$ cat config.mk
export PLATFORM = sky130hd
export DESIGN_NAME = forward_write_arbiter
export DESIGN_NICKNAME = d
export VERILOG_FILES = /design/src/rtl/xbar_pkg.sv /design/src/rtl/grant_order_fifo.sv /design/src/rtl/forward_write_arbiter.sv
export SDC_FILE = /design/constraint.sdc
export NUM_CORES = 1
export LEC_CHECK = 0
export CELL_PAD_IN_SITES_DETAIL_PLACEMENT = 1
export CELL_PAD_IN_SITES_GLOBAL_PLACEMENT = 1
export CORE_ASPECT_RATIO = 1.2
export CORE_MARGIN = 4
export CORE_UTILIZATION = 30
export DETAILED_ROUTE_END_ITERATION = 8
export PLACE_DENSITY = 0.68
export SETUP_SLACK_MARGIN = 0.3
export SYNTH_ARGS = -nofsm -noshare
export SYNTH_HDL_FRONTEND = slang
export SYNTH_SLANG_ARGS = --single-unit
$ cat constraint.sdc
create_clock -name ACLK -period 4.7 [get_ports ACLK]
set_input_delay 1.41 -clock ACLK [delete_from_list [all_inputs] [get_ports ACLK]]
set_output_delay 1.41 -clock ACLK [all_outputs]
set_load 0.01 [all_outputs]
$ cat src/rtl/xbar_pkg.sv
// Shared crossbar types and index helpers.
// Imported by the write-path arbiter and its order queue.
package xbar_pkg;

  localparam int MASTERS = 2;
  localparam int SLAVES  = 2;

  function automatic int idx_w(input int n);
    return (n > 1) ? $clog2(n) : 1;
  endfunction

  function automatic int wrap_idx(input int a, input int n);
    return (a >= n) ? a - n : a;
  endfunction

  localparam int MIDX_W = idx_w(MASTERS);
  localparam int SIDX_W = idx_w(SLAVES);

  typedef logic [MIDX_W-1:0] order_entry_t;

endpackage

$ cat src/rtl/grant_order_fifo.sv
// Queue of granted master indices, in AW grant order.
// Extra pointer MSB separates full from empty.
module grant_order_fifo #(
  parameter int depth = 8,
  parameter int width = 1
) (
  input  logic             clk,
  input  logic             rst_n,
  input  logic             push,
  input  logic [width-1:0] din,
  input  logic             pop,
  output logic [width-1:0] head,
  output logic             full,
  output logic             empty
);

  localparam int AW = $clog2(depth);

  logic [AW:0]      wr_ptr;
  logic [AW:0]      rd_ptr;
  logic [width-1:0] mem [depth];

  assign empty = (wr_ptr == rd_ptr);
  assign full  = (wr_ptr[AW] != rd_ptr[AW]) &&
                 (wr_ptr[AW-1:0] == rd_ptr[AW-1:0]);
  assign head  = mem[rd_ptr[AW-1:0]];

  always_ff @(posedge clk) begin
    if (!rst_n) begin
      wr_ptr <= '0;
      rd_ptr <= '0;
    end else begin
      if (push && !full)
        wr_ptr <= wr_ptr + 1'b1;
      if (pop && !empty)
        rd_ptr <= rd_ptr + 1'b1;
    end
  end

  always_ff @(posedge clk) begin
    if (push && !full)
      mem[wr_ptr[AW-1:0]] <= din;
  end

endmodule

$ cat src/rtl/forward_write_arbiter.sv
// Per-slave AW round-robin arbiter with in-order W forwarding.
// W bursts follow AW grant order; no interleave.
module forward_write_arbiter
  import xbar_pkg::*;
#(
  parameter int masters           = 2,
  parameter int slaves            = 2,
  parameter int i_am_slave_number = 0,
  parameter int pending_depth     = 8
) (
  input  logic                        ACLK,
  input  logic                        ARESETn,
  input  logic                        master_aw_empty      [masters],
  input  logic [idx_w(slaves)-1:0]    master_aw_dest_slave [masters],
  input  logic                        master_w_empty       [masters],
  input  logic                        master_w_last        [masters],
  input  logic                        slave_aw_fifo_full,
  input  logic                        slave_w_fifo_full,
  output logic                        aw_push,
  output logic [idx_w(masters)-1:0]   aw_grant_master,
  output logic                        aw_full_to_master    [masters],
  output logic                        w_push,
  output logic [idx_w(masters)-1:0]   w_grant_master,
  output logic                        w_full_to_master     [masters],
  output logic                        order_full
);

  localparam int MW = idx_w(masters);
  localparam int SW = idx_w(slaves);

  logic [masters-1:0] req;
  logic [MW-1:0]      rr_ptr;
  logic [MW-1:0]      winner;
  logic               found;
  logic [MW-1:0]      q_head;
  logic               q_full;
  logic               q_empty;
  logic               q_pop;

  always_comb begin
    req = '0;
    for (int m = 0; m < masters; m++)
      req[m] = !master_aw_empty[m] &&
               (master_aw_dest_slave[m] == SW'(i_am_slave_number));
  end

  // First requester at or after rr_ptr, wrapping upward.
  always_comb begin
    winner = rr_ptr;
    found  = 1'b0;
    for (int i = 0; i < masters; i++) begin
      if (!found && req[wrap_idx(int'(rr_ptr) + i, masters)]) begin
        winner = MW'(wrap_idx(int'(rr_ptr) + i, masters));
        found  = 1'b1;
      end
    end
  end

  assign aw_grant_master = winner;
  assign aw_push    = ARESETn && found && !slave_aw_fifo_full && !q_full;
  assign order_full = ARESETn && q_full;

  assign w_grant_master = (!ARESETn || q_empty) ? '0 : q_head;
  assign w_push = ARESETn && !q_empty && !master_w_empty[q_head] &&
                  !slave_w_fifo_full;
  assign q_pop  = w_push && master_w_last[q_head];

  always_comb begin
    for (int m = 0; m < masters; m++) begin
      aw_full_to_master[m] = !(aw_push && aw_grant_master == MW'(m));
      w_full_to_master[m]  = !(w_push && w_grant_master == MW'(m));
    end
  end

  always_ff @(posedge ACLK) begin
    if (!ARESETn)
      rr_ptr <= '0;
    else if (aw_push)
      rr_ptr <= (winner == MW'(masters - 1)) ? '0 : winner + 1'b1;
  end

  grant_order_fifo #(
    .depth (pending_depth),
    .width (MW)
  ) u_order (
    .clk   (ACLK),
    .rst_n (ARESETn),
    .push  (aw_push),
    .din   (winner),
    .pop   (q_pop),
    .head  (q_head),
    .full  (q_full),
    .empty (q_empty)
  );

endmodule

==> summary.txt <==
Status
  – Status: complete, no violations

STA
  – Final setup TNS: 0 ns
  – # setup viols final: 0
  – Relative slew slack: 0.572
  – Fin. Hold Viols: 0
  – Fmax: 229 MHz
  – Worst slew pin tran: about 0.64 ns
  – Final Max Slew Viols: 0
  – RSZ-0062 raised after global routing: yes
  – Final period util: 0.929
  – Post-route minimum period: about 4.4 ns
  – Clk_skew: between 0.006 and 0.007 ns

Floorplanning
  – Rows: 22
  – Die area: about 0.0044 mm^2
  – Chip width: 61.3 um
  – Initial Util: 0.323
  – Ports: 21
  – Die Y: between 70 and 80 um
  – Core region area: roughly 0.0032 mm^2

Power and ir drop
  – P_leak: just over 0.5 nW
  – P per Cell Area: 229 mW/mm^2
  – VDD IR max: between 0.1 and 0.15 mV
  – Pwr Total: about 0.3 mW

Place
  – Final Wtd Congestion: approximately 0.8
  – PortBufs: 20
  – DP Cell Count: roughly 160
  – Area of placed instances: 0.00128 mm^2
  – DPL Wire Length: ~1900 um

CTS
  – Root Driver: clkbuf_4
  – CTS Sinks: 20
  – CTS tree: yes
  – Clock Tree Buf Depth: 2
  – H-tree levels: 1
  – Clock transition at the registers of the reported paths: about 0.1 ns
  – Hold Buf Count CTS: 0
  – Worst-Skew Late Latency: roughly 0.30 ns
  – TritonCTS buffer count: 3

Job
  – Max Cap Viol: 0

Layout
  – Area delta synth->final: 30.4%
  – Footprint of the multi-input gates: ~530 um^2
  – Layout Nets: roughly 140
  – Post-Layout Inst Area: roughly 0.0013 mm^2
  – # diodes: 0
  – Storage element area: 480 um^2
  – Commonest non-fill, non-tap cell in the layout: clkdlybuf4s50_1
  – Layout cell share with drive strength beyond 1: 0.119
  – Post-Layout Cell Count: ~160
  – Commonest cells after routing, fill and taps aside: 16 x clkdlybuf4s50_1, 12 x dfxtp_1, 9 x nand2_1
  – Fillers: 339

Critical path
  – Crit path top cell by count: clkdlybuf4s50_1
  – CP max-delay cell: clkdlybuf4s50_1
  – Worst Path Required: 3.29 ns
  – Crit-path max FO: 4
  – CP Cell Sequence: clkdlybuf4s50_1, o22ai_2, nand3b_1, nor2_2, clkdlybuf4s50_1
  – Setup CP Type: in -> out
  – Startpoint Class: input pin
  – CP endpoint kind: primary output
  – CP max stage delay: ~0.55 ns
  – CP arrival: between 2 and 3 ns

Global route
  – GRT Util Overall: 0.124
  – Congestion Overflow GR: 0
  – First-pass GRT wire length: a little over 4000 um
  – Pin count of the biggest net entering global routing: 12
  – Antenna violations before repair: 0
  – Vias in the first global route: around 910

Logic synthesis
  – Synthesized instance count: between 90 and 100
  – Largest family of logic cells by synthesized area: simple AND/OR/NAND/NOR gates
  – Synth Net Count: about 110
  – Yosys warning count: 0
  – Synthesized area: 0.00102 mm^2
  – Seq/Total Area, Yosys: 0.471
  – Post-synthesis register bit count: 20
  – Yosys cell types: 35
  – Mux share of post-synthesis cell area: 0.0846
  – Synth Area in XOR/XNOR: 0.0686
  – Simple logic cell fraction of the synthesized area: 0.230
  – Synth Area in Adders: 0.0245
  – Complex-gate fraction of the synthesized area: 0.100
  – Syn Area/Cell: 10.3 um^2

Drt
  – TritonRoute pass-1 iters: 4
  – Post-route ant nets: 0
  – Drc violations: 0
  – DR vias/cell: about 5.3
  – WL/cell: between 15 and 20 um
  – Routed vias: around 850
  – Routed WL: approximately 2500 um
  – Initial DRC count: 5

Min path
  – Worst Hold Class: reg -> reg
==> stage by stage <==
stage | setup slack [ns] | utilization | hold WS (ns)
floorplan | 1.04 | - | 0.454
global placement | 0.241 | 0.405 | 0.488
detailed placement | 0.177 | 0.405 | 0.496
CTS | 0.301 | 0.415 | 0.512
global route | 0.287 | 0.421 | 0.546
finish | 0.336 | 0.421 | 0.515
==> cell usage after synthesis <==
cell / instances / area share
xnor2_1: 3 / 0.026
nand3_1: 2 / 0.0098
nand2_1: 9 / 0.033
a21boi_0: 1 / 0.0074
clkbuf_1: 1 / 0.0037
o21a_1: 1 / 0.0074
ha_1: 2 / 0.025
xor2_1: 5 / 0.043
nand4bb_1: 1 / 0.011
o21ai_0: 3 / 0.015
nand3b_1: 1 / 0.0074
nor3b_1: 5 / 0.037
nor3_1: 5 / 0.025
mux2i_1: 3 / 0.029
or3_1: 1 / 0.0061
mux2_2: 1 / 0.011
nor4_1: 2 / 0.012
o41ai_1: 1 / 0.0086
o41a_1: 1 / 0.011
inv_1: 2 / 0.0074
nor2_1: 9 / 0.033
nand4b_1: 1 / 0.0086
nor2b_1: 3 / 0.018
mux4_2: 2 / 0.044
dfxtp_1: 12 / 0.24
buf_2: 2 / 0.0098
or4_1: 1 / 0.0074
o31ai_1: 1 / 0.0074
a21oi_1: 5 / 0.025
edfxtp_1: 8 / 0.24
and4b_1: 1 / 0.0098
o2111ai_1: 1 / 0.0086
and4bb_2: 1 / 0.012
o21ai_1: 1 / 0.0049
o22ai_1: 1 / 0.0061
==> critical path: cells and delay by family <==
family | cells | cell delay [ns]
buffers and inverters | 2 | 1.01
AND/OR/NAND/NOR | 2 | 0.33
AO/OA/AOI/OAI | 1 | 0.20
==> path summary, 6_finish.rpt <==
check	slack (ns)	cells after the start	startpoint	end
setup / recovery	0.34	5	master_aw_dest_slave[1]	aw_push
hold / removal	0.52	2	rr_ptr	rr_ptr
setup reg to reg	2.51	7	u_order.wr_ptr[2]	u_order.mem[4]
hold reg to reg	0.52	2	rr_ptr	rr_ptr
==> layout make-up <==
type	count	share of cell area
Clock buffer	4	0.0197
Sequential cell	20	0.361
Multi-Input combinational cell	74	0.397
Timing Repair Buffer	26	0.183
Inverter	2	0.00564
Tap cell	36	0.0338
==> timing repair <==
| item | CTS | global route |
|---|---|---|
| resized for setup | 4 | 2 |
| endpoints found under the setup margin | 6 | 4 |
| setup buffers | 1 | 1 |
| pin swaps | 1 | 1 |
==> where the power goes <==
part | switching (mW) | leakage [nW] | internal [mW]
clock network | 0.0508 | 0.0150 | 0.0330
logic | 0.0165 | 0.321 | 0.0200
registers | 0.00245 | 0.170 | 0.182
total | 0.0698 | 0.506 | 0.235
==> kinds of logic after synthesis <==
kind of cell	after synthesis
and+or+nand+nor	42
AOI/OAI and AO/OA	16
muxes	6
DFF	20
xor gates and xnor gates	8
adders and majority gates	2
buffers and inverters	5
==> routing by layer <==
metal / part of all wire / track usage / vias to the layer above
met5: 0 / 0 / -
li1: - / - / 425
met1: 0.43 / 0.147 / 412
met3: 0.017 / 0.0142 / 4
met2: 0.54 / 0.215 / 12
met4: 0.017 / 0.0602 / 0
(Power assumes the default switching activity.)
